`config.mk`:
```
export PLATFORM = sky130hd
export DESIGN_NAME = wb_write_arbiter
export DESIGN_NICKNAME = d
export VERILOG_FILES = /design/src/rtl/rv_core_pkg.sv /design/src/rtl/wb_result_fifo.sv /design/src/rtl/wb_write_arbiter.sv
export SDC_FILE = /design/constraint.sdc
export NUM_CORES = 1
export LEC_CHECK = 0
export BUFFER_PORTS_ARGS = -buffer_cell sky130_fd_sc_hd__buf_2
export CAP_MARGIN = 10
export CORE_MARGIN = 2
export CORE_UTILIZATION = 57
export DETAILED_ROUTE_END_ITERATION = 10
export GPL_ROUTABILITY_DRIVEN = 0
export PLACE_DENSITY = 0.8
export SYNTH_ARGS = -nofsm -noshare
export SYNTH_HDL_FRONTEND = slang
export SYNTH_SLANG_ARGS = --single-unit
export TNS_END_PERCENT = 50
```
`constraint.sdc`:
```
create_clock -name clk -period 2.9 [get_ports clk]
set_input_delay 0.58 -clock clk [delete_from_list [all_inputs] [get_ports clk]]
set_output_delay 0.58 -clock clk [all_outputs]
set_load 0.02 [all_outputs]
```
`src/rtl/rv_core_pkg.sv`:
```
// Shared core definitions for the writeback path.
//   XLEN       : register data width
//   REG_AW     : register address width
//   NUM_REGS   : number of architectural registers (2**REG_AW)
//   wb_entry_t : one pending register write {rd, data}
package rv_core_pkg;

   localparam int unsigned XLEN     = 32;
   localparam int unsigned REG_AW   = 5;
   localparam int unsigned NUM_REGS = 2 ** REG_AW;

   typedef struct packed {
      logic [REG_AW-1:0] rd;
      logic [XLEN-1:0]   data;
   } wb_entry_t;

endpackage

```
`src/rtl/wb_result_fifo.sv`:
```
// Small synchronous FIFO buffering long-latency writeback results.
// Ports:
//   clk, reset       : clock, asynchronous active-low reset (flushes pointers/count)
//   push, push_entry : write an entry at the tail (caller guarantees !full)
//   pop, head        : remove the entry shown on head (caller guarantees !empty)
//   empty, full      : occupancy flags
//   count            : number of stored entries, 0..FIFO_DEPTH
module wb_result_fifo
   import rv_core_pkg::*;
#(
   parameter int unsigned FIFO_DEPTH = 4
) (
   input  logic                          clk,
   input  logic                          reset,
   input  logic                          push,
   input  wb_entry_t                     push_entry,
   input  logic                          pop,
   output wb_entry_t                     head,
   output logic                          empty,
   output logic                          full,
   output logic [$clog2(FIFO_DEPTH):0]   count
);

   localparam int unsigned PW = $clog2(FIFO_DEPTH);
   localparam logic [PW:0] FullCnt = (PW + 1)'(FIFO_DEPTH);

   wb_entry_t     mem_q [FIFO_DEPTH];
   logic [PW-1:0] wr_ptr_q;
   logic [PW-1:0] rd_ptr_q;
   logic [PW:0]   count_q;

   assign head  = mem_q[rd_ptr_q];
   assign empty = (count_q == '0);
   assign full  = (count_q == FullCnt);
   assign count = count_q;

   // Storage needs no reset: a flushed FIFO never exposes stale entries.
   always_ff @(posedge clk) begin
      if (push) begin
         mem_q[wr_ptr_q] <= push_entry;
      end
   end

   // Depth is a power of two, so pointers wrap by natural overflow.
   always_ff @(posedge clk or negedge reset) begin
      if (!reset) begin
         wr_ptr_q <= '0;
         rd_ptr_q <= '0;
         count_q  <= '0;
      end else begin
         if (push) begin
            wr_ptr_q <= wr_ptr_q + PW'(1);
         end
         if (pop) begin
            rd_ptr_q <= rd_ptr_q + PW'(1);
         end
         if (push && !pop) begin
            count_q <= count_q + (PW + 1)'(1);
         end else if (pop && !push) begin
            count_q <= count_q - (PW + 1)'(1);
         end
      end
   end

endmodule

```
`src/rtl/wb_write_arbiter.sv`:
```
// Writeback arbiter: sole driver of the register-file write port.
// Merges single-cycle ALU results (highest priority) with handshaked long-latency results
// (buffered in wb_result_fifo, or bypassed straight through when the FIFO is empty), and keeps
// a pending-destination scoreboard for issue-side hazard detection.
// Ports:
//   clk, reset                      : clock, asynchronous active-low reset
//   alu_valid/alu_rd/alu_data       : ALU result, no backpressure
//   mem_valid/mem_ready/mem_rd/...  : long-latency result handshake
//   issue_valid/issue_rd            : long-latency op issued, marks rd busy
//   rf_wr_en/rf_wr_addr/rf_wr_data  : registered register-file write port
//   busy_vec                        : pending-write bit per register
//   sb_err                          : sticky scoreboard protocol error
//   stat_bp_cycles                  : backpressure cycle counter (only with WB_ARB_STATS_EN)
// Build option: define WB_ARB_STATS_EN to add the saturating stat_bp_cycles counter.
module wb_write_arbiter
   import rv_core_pkg::*;
#(
   parameter int unsigned FIFO_DEPTH = 4
) (
   input  logic                clk,
   input  logic                reset,
   input  logic                alu_valid,
   input  logic [REG_AW-1:0]   alu_rd,
   input  logic [XLEN-1:0]     alu_data,
   input  logic                mem_valid,
   output logic                mem_ready,
   input  logic [REG_AW-1:0]   mem_rd,
   input  logic [XLEN-1:0]     mem_data,
   input  logic                issue_valid,
   input  logic [REG_AW-1:0]   issue_rd,
   output logic                rf_wr_en,
   output logic [REG_AW-1:0]   rf_wr_addr,
   output logic [XLEN-1:0]     rf_wr_data,
   output logic [NUM_REGS-1:0] busy_vec,
   output logic                sb_err
`ifdef WB_ARB_STATS_EN
   ,
   output logic [15:0]         stat_bp_cycles
`endif
);

   localparam int unsigned CW = $clog2(FIFO_DEPTH) + 1;
   localparam logic [CW-1:0] FullCnt = CW'(FIFO_DEPTH);

   logic                started_q;
   wb_entry_t           fifo_head;
   logic                fifo_empty;
   logic                fifo_full;
   logic [CW-1:0]       fifo_count;
   logic                fifo_push;
   logic                mem_accept;
   logic                alu_win;
   logic                fifo_win;
   logic                byp_win;
   logic                any_win;
   logic                ll_write;
   logic [REG_AW-1:0]   ll_rd;
   logic                issue_set;
   wb_entry_t           win_entry;
   logic [NUM_REGS-1:0] busy_d;
   logic                err_d;

   // started_q holds mem_ready low while in reset and for the first cycle after release.
   assign mem_ready  = started_q && (fifo_count != FullCnt);
   assign mem_accept = mem_valid && mem_ready;

   assign alu_win  = alu_valid && (alu_rd != '0);
   assign fifo_win = !alu_win && !fifo_empty;
   assign byp_win  = !alu_win && fifo_empty && mem_accept && (mem_rd != '0);
   assign any_win  = alu_win || fifo_win || byp_win;

   // x0 results complete the handshake but are dropped here.
   assign fifo_push = mem_accept && (mem_rd != '0) && !byp_win && !fifo_full;

   assign ll_write  = fifo_win || byp_win;
   assign ll_rd     = fifo_win ? fifo_head.rd : mem_rd;
   assign issue_set = issue_valid && (issue_rd != '0);

   always_comb begin
      win_entry = '{rd: alu_rd, data: alu_data};
      if (fifo_win) begin
         win_entry = fifo_head;
      end else if (byp_win) begin
         win_entry = '{rd: mem_rd, data: mem_data};
      end
   end

   // Scoreboard next state: clear first, then set, so a same-cycle set wins.
   always_comb begin
      busy_d = busy_vec;
      err_d  = 1'b0;
      if (ll_write) begin
         if (!busy_vec[ll_rd]) begin
            err_d = 1'b1;
         end
         busy_d[ll_rd] = 1'b0;
      end
      if (issue_set) begin
         if (busy_vec[issue_rd] && !(ll_write && (ll_rd == issue_rd))) begin
            err_d = 1'b1;
         end
         busy_d[issue_rd] = 1'b1;
      end
      if (alu_win && busy_vec[alu_rd]) begin
         err_d = 1'b1;
      end
   end

   always_ff @(posedge clk or negedge reset) begin
      if (!reset) begin
         started_q  <= 1'b0;
         rf_wr_en   <= 1'b0;
         rf_wr_addr <= '0;
         rf_wr_data <= '0;
         busy_vec   <= '0;
         sb_err     <= 1'b0;
      end else begin
         started_q <= 1'b1;
         rf_wr_en  <= any_win;
         if (any_win) begin
            rf_wr_addr <= win_entry.rd;
            rf_wr_data <= win_entry.data;
         end
         busy_vec <= busy_d;
         if (err_d) begin
            sb_err <= 1'b1;
         end
      end
   end

`ifdef WB_ARB_STATS_EN
   always_ff @(posedge clk or negedge reset) begin
      if (!reset) begin
         stat_bp_cycles <= '0;
      end else if (mem_valid && !mem_ready && (stat_bp_cycles != 16'hFFFF)) begin
         stat_bp_cycles <= stat_bp_cycles + 16'd1;
      end
   end
`endif

   wb_result_fifo #(
      .FIFO_DEPTH (FIFO_DEPTH)
   ) u_fifo (
      .clk        (clk),
      .reset      (reset),
      .push       (fifo_push),
      .push_entry ('{rd: mem_rd, data: mem_data}),
      .pop        (fifo_win),
      .head       (fifo_head),
      .empty      (fifo_empty),
      .full       (fifo_full),
      .count      (fifo_count)
   );

endmodule
```
* Word-level counts from Yosys, hierarchy flattened *
Memories as Yosys holds them, arrays and structs flattened.
Index checks and enable logic that the tools add are counted.

operators by class
  bitwise logic cells = 3
  reductions and logical operators = 33
  equal/unequal tests = 3
  $lt $le $gt $ge = 5
  mux-type cells = 24
  add/sub/neg operators = 4

operators by type and width
  kind                                                                                 number
  37-bit two-way mux                                                                   2
  32-bit two-way mux                                                                   2
  32-bit bitwise AND                                                                   1
  32-bit inverter                                                                      1
  32-bit bitwise OR                                                                    1
  1-bit logical AND                                                                    18
  5-bit by 6-bit < comparator with 1-bit output, second input constant                 3
  1-bit binary-select mux with 5-bit select                                            3
  5-bit nonzero test                                                                   3
  1-bit two-way mux                                                                    12
  1-bit demux with 5-bit select                                                        2
  5-bit by 1-bit greater-or-equal comparator with 1-bit output, second input constant  2
  1-bit logical NOT                                                                    7
  3-bit two-way mux                                                                    2
  5-bit == test                                                                        1
  5-bit two-way mux                                                                    1
  2-bit by 1-bit adder with 2-bit output, second input constant                        2
  3-bit by 1-bit adder with 3-bit output, second input constant                        1
  3-bit == test, second input constant                                                 1
  3-bit logical NOT                                                                    1
  1-bit logical OR                                                                     3
  3-bit != test, second input constant                                                 1
  3-bit by 1-bit subtractor with 3-bit output, second input constant                   1
  2-bit nonzero test                                                                   1

word-level totals
  bits of input ports = 84
  output and inout port bits = 72
  bits in writable memories = 148
  logic and storage cells = 82
  bits in registers = 79
  memories kept = 1

memory list
  memory        depth  bits a word  read ports  clocked after Yosys merged registers in  write ports  RTL line              source
  u_fifo.mem_q  4      37           1           0                                        1            wb_result_fifo.sv:27  wb_entry_t mem_q [FIFO_DEPTH];

* Logic depth before layout (Yosys ltp) *
  word-level depth = 14
  mapped depth = 11
  mapped depth without buffers = 9

* Cells and area by module *
Synthesis repeated with hierarchy kept, for this count alone.

unflattened totals
  cell total of the unflattened synthesis = 755
  area, all modules = 10581.4 µm²

by module, submodules not included
  module            sequential area each (µm²)  times used  area an instance (µm²)  cells each
  wb_result_fifo    4619.4                      1           5724.2                  227
  wb_write_arbiter  1801.7                      1           4857.2                  528

* Worst setup path before layout *
No wires, ideal clock.

  path type = input-to-reg
  from = input port alu_rd[0]
  to = memory u_fifo.mem_q[2][0] (netlist name) (enable)
  arrival = 2.386 ns
  stages on the path = 5
  buffers on the path = 1
  setup time = 0.398 ns
  required time = 2.502 ns
  path slack = 0.117 ns
  cell sequence = buf_2 > or3_1 > o31ai_1 > a21oi_1 > and2_1

on the way
  word-level cells in the longest chain between the ends = 11

ends and longest elaborated chain
  what                                     RTL line                source
  start, declared                          wb_write_arbiter.sv:23  input logic [REG_AW-1:0] alu_rd,
  5-bit nonzero test                       wb_write_arbiter.sv:67  assign alu_win = alu_valid && (alu_rd != '0);
  1-bit logical AND                        wb_write_arbiter.sv:67
  1-bit logical NOT                        wb_write_arbiter.sv:69  assign byp_win = !alu_win && fifo_empty && mem_accept && (mem_rd != '0);
  1-bit logical AND (3 in series)          wb_write_arbiter.sv:69
  1-bit logical NOT                        wb_write_arbiter.sv:73  assign fifo_push = mem_accept && (mem_rd != '0) && !byp_win && !fifo_full;
  1-bit logical AND (2 in series)          wb_write_arbiter.sv:73
  net fifo_push                            wb_write_arbiter.sv:50  logic fifo_push;
  1-bit two-way mux                        wb_result_fifo.sv:39    if (push) begin
  1-bit two-way mux (implied by the code)  wb_result_fifo.sv:40    mem_q[wr_ptr_q] <= push_entry;
  end, declared                            wb_result_fifo.sv:27

The timed path passes the listed nets, and every way through them passes these cells.

* Final worst setup path *
  from = register u_fifo.count_q[0], in the netlist u_fifo.count[0]
  to = register busy_vec[3]

on the way
  word-level cells in the longest chain between the ends = 13
  elaborated cells between the ends (all ways) = 21
  those cells by class = order compare (2); eq/ne (1); mux (5); bitwise (3); reduce/logical (10)

ends and longest elaborated chain
  what                                                                                                                                                        RTL line                 source
  start, declared                                                                                                                                             wb_result_fifo.sv:30     logic [PW:0] count_q;
  start signal, assigned                                                                                                                                      wb_result_fifo.sv:58     count_q <= count_q + (PW + 1)'(1);
  start signal, assigned                                                                                                                                      wb_result_fifo.sv:60     count_q <= count_q - (PW + 1)'(1);
  3-bit logical NOT                                                                                                                                           wb_result_fifo.sv:33     assign empty = (count_q == '0);
  1-bit logical NOT                                                                                                                                           wb_write_arbiter.sv:68   assign fifo_win = !alu_win && !fifo_empty;
  1-bit logical AND                                                                                                                                           wb_write_arbiter.sv:68
  5-bit two-way mux                                                                                                                                           wb_write_arbiter.sv:76   assign ll_rd = fifo_win ? fifo_head.rd : mem_rd;
  5-bit by 6-bit < comparator with 1-bit output (implied by the code) / 5-bit by 1-bit greater-or-equal comparator with 1-bit output (equally long branches)  wb_write_arbiter.sv:96   busy_d[ll_rd] = 1'b0;
  1-bit logical AND (implied by the code)                                                                                                                     wb_write_arbiter.sv:96
  1-bit two-way mux (implied by the code)                                                                                                                     wb_write_arbiter.sv:96
  1-bit demux with 5-bit select                                                                                                                               wb_write_arbiter.sv:96
  32-bit inverter (no line)                                                                                                                                   --
  32-bit bitwise AND (no line)                                                                                                                                --
  32-bit two-way mux *                                                                                                                                        wb_write_arbiter.sv:92   if (ll_write) begin
  32-bit bitwise OR (no line)                                                                                                                                 --
  32-bit two-way mux *                                                                                                                                        wb_write_arbiter.sv:98   if (issue_set) begin
  net busy_d[3]                                                                                                                                               wb_write_arbiter.sv:60   logic [NUM_REGS-1:0] busy_d;
  end signal, assigned                                                                                                                                        wb_write_arbiter.sv:124  busy_vec <= busy_d;
  end, declared                                                                                                                                               wb_write_arbiter.sv:34   output logic [NUM_REGS-1:0] busy_vec,

Mark *: on every way through the listed nets, which the timed path passes. The rest lies on a longest branch.
A chain may end at the register's enable or synchronous reset.

==> metrics.md <==
| Metric | Value |
|---|---|
| Mapped Area | `10400 sq um` |
| Worst setup path start | `u_fifo.count[0]` |
| Routed Antenna Nets | `0` |
| Buf/Inv on CP | `2` |
| Total gr overflow | `0` |
| DR vias/cell | `~6.4` |
| Yosys reg bits | `227` |
| Slew @ Worst Pin | `about 0.81 ns` |
| Clock network power share | `0.245` |
| Layout cells sized above 1 | `0.353` |
| Total global-route track usage | `0.264` |
| Max rail drop VDD | `0.659 mV` |
| Clk root buf | `clkbuf_16` |
| Seq/Total Area, Yosys | `0.618` |
| Yosys cell types | `slightly below 60` |
| Ports | `between 150 and 200` |
| EDFF count, synth | `148` |
| CP arrival | `between 3 and 4 ns` |
| Status | `completed` |
| Initial Util | `0.580` |
| WL met2 | `12500 um` |
| Combinational power share | `0.347` |
| Share of the synthesized area in the top cell type | `0.428` |
| Min cycle time layout | `about 2.8 ns` |
| Worst-path clk slew | `around 0.07 ns` |
| Slew Limit Fails | `0` |
| Post-Route M1 WL | `between 9000 and 10000 um` |
| CORE AREA | `between 15000 and 20000 sq um` |
| Sequential share of power | `0.408` |
| Int Pwr | `between 0.007 and 0.008 W` |
| Chip height | `between 100 and 150 um` |
| Post-Syn Area per Cell | `roughly 15 sq um` |
| Wire length on met3 | `between 2000 and 2500 um` |
| Reg-to-reg startpoint | `u_fifo.count[0]` |
| Post-Route Skew | `~0.015 ns` |
| Largest net degree at the start of global routing | `69` |
| Initial antenna violation count | `2` |
| Avg WL per Cell | `between 20 and 25 um` |
| Rows | `49` |
| TritonRoute pass-1 iters | `6` |
| Cts hold-fix bufs | `0` |
| Post-CTS Setup Repair Bufs | `0` |
| Critical path type | `flop to flop` |
| Final WL | `25300 um` |
| DRC | `0` |
| P_leak | `~4.7 nW` |
| Dominant cells by area after synthesis | `edfxtp_1 (43%), dfrtp_1 (19%), mux4_2 (12%)` |
| Fmax | `roughly 360 MHz` |
| CP Data Required Time | `~3.3 ns` |
| Highest routed layer | `met5` |
| RSZ-0062 raised after global routing | `false` |
| First-pass GRT wire length | `slightly above 40000 um` |
| Crit Path Max Fanout | `8` |
| Final Hold Fails | `0` |
| Setup-failing EPs final | `0` |
| 1st-iter DRT viols | `about 810` |
| Area delta synth->final | `19.1%` |
| CTS Buffer Depth | `3` |
| TritonCTS Buffers | `24` |
| Pwr Density | `953 nW/um^2` |
| CP Cell Sequence | `nor3_2, nor3_4, buf_4, o21ai_1, buf_4, nand3_1, o21ai_0, o21ai_0` |
| Via Count | `between 7000 and 8000` |
| CP max stage delay | `between 0.5 and 0.6 ns` |
| Synth Net Count | `between 700 and 800` |
| Htree depth | `1` |
| Sw Ratio | `0.353` |
| Hold crit path type | `input pin to async pin` |
| Nets@finish | `959` |
| Most frequent cell after synthesis | `edfxtp_1` |
| CTS tree | `yes` |
| Worst reg2reg path endpoint | `busy_vec[3]` |
| Fin crit share | `0.963` |
| Slowest cell on the critical path | `o21ai_1` |
| Core Util, Final | `0.691` |
| Slew headroom | `0.459` |
| Clock sink total | `approximately 230` |
| Vias in the first global route | `around 7500` |
| Syn Inst Count | `a little under 700` |
| Dpl hpwl | `between 15000 and 20000 um` |
| Cell family with most CP delay | `compound AO/OA/AOI/OAI gates` |
| Post_cts resized | `0` |
| CP startpoint kind | `flop` |
| IO Port Bufs | `155` |
| Yosys top cell by area | `edfxtp_1` |
| Synth Flop Type | `edfxtp_1` |
| Crit path depth | `8` |
| R2r setup slk | `0.11 ns` |
| Endpoint class of the critical path | `flop` |
| Die area | `between 15000 and 20000 sq um` |
| Skew-Pair Late Insertion Delay | `approximately 0.52 ns` |
| Top cells by count, synth | `edfxtp_1 (148), dfrtp_1 (79), o21ai_0 (72), mux4_2 (56), mux2i_1 (42)` |
| Warnings from Yosys | `0` |
| Power Total | `~0.012 W` |
| Reg2Reg Depth | `8` |
| Die span in x | `between 100 and 150 um` |
| Sw power | `about 0.0042 W` |
| Synth async-reset ratio | `0.348` |
| MaxCap Viol Count | `0` |
## placed cells by master (no fill, tap or decap), types with 4 or more instances in the layout
cell,n
buf_2,154
edfxtp_1,148
dfrtp_1,77
o21ai_0,72
mux4_2,56
mux2i_1,42
nor2_1,37
a211oi_1,36
a21o_1,34
buf_4,34
clkbuf_16,25
nand2_1,14
nand3_1,13
inv_1,13
mux2_2,8
clkbuf_1,7
or3_1,6
nand4_1,6
xnor2_1,6
nand3b_1,5
a21oi_1,5
ha_1,5
buf_12,5
o31a_1,4
and2_2,4
clkinv_2,4
## worst max path at each step
stage                                    end
final                            busy_vec[3]
after global routing            busy_vec[31]
after CTS                        busy_vec[3]
after detailed placement         busy_vec[3]
after global placement          busy_vec[14]
after floorplan           u_fifo.mem_q[2][0]
## metal layers
layer,vias up,track usage
met2,400,0.435
met3,70,0.0552
met4,2,0.0835
met5,-,0
met1,3616,0.360
li1,3094,-
## cell families after synthesis
logic type,Yosys count,synth area share
and+or+nand+nor,106,0.0546
adders and majority gates,6,0.00795
other,1,0.000361
xor gates and xnor gates,8,0.00675
DFF,227,0.618
buffers and inverters,52,0.0237
AOI/OAI and AO/OA,182,0.118
muxes,106,0.171
## power groups by stage
stage | registers [W] | clock network, W | logic (W)
after floorplan | 0.00518 | 0 | 0.00228
after global placement | 0.00478 | 0 | 0.00395
after detailed placement | 0.00483 | 0 | 0.00408
after CTS | 0.00477 | 0.00292 | 0.00410
after global routing | 0.00487 | 0.00302 | 0.00441
final | 0.00481 | 0.00289 | 0.00409
## stage by stage
stage / hold WS [ns] / setup TNS, ns / instance area [sq um] / worst slack (ns) / instances
2_1_floorplan: 0.284 / 0 / 10400 / 0.117 / 688
3_3_place_gp: 0.456 / 0 / 11600 / 0.0539 / 1072
3_5_place_dp: 0.461 / -0.588 / 11600 / -0.105 / 1072
4_1_cts: 0.125 / 0 / 12400 / 0.165 / 1116
5_1_grt: 0.155 / 0 / 12400 / 0.0328 / 1116
6_report: 0.0998 / 0 / 12400 / 0.106 / 1117
## cell type report
type	instances	area, sq um
Timing Repair Buffer	193	1130
Tap cell	229	287
Fill cell	1176	5530
Multi-Input combinational cell	409	3730
Inverter	14	52.6
Sequential cell	227	6420
Clock inverter	10	66.3
Antenna cell	1	2.50
Clock buffer	34	679
## state kept, by name, indices dropped and copies added, names as in the netlist
signal           flops
rf_wr_en             1
u_fifo.count         3
busy_vec            32
u_fifo.wr_ptr_q      2
started_q            1
rf_wr_addr           5
sb_err               1
u_fifo.mem_q       148
rf_wr_data          32
u_fifo.rd_ptr_q      2
Power figures use the tool's default switching activity.
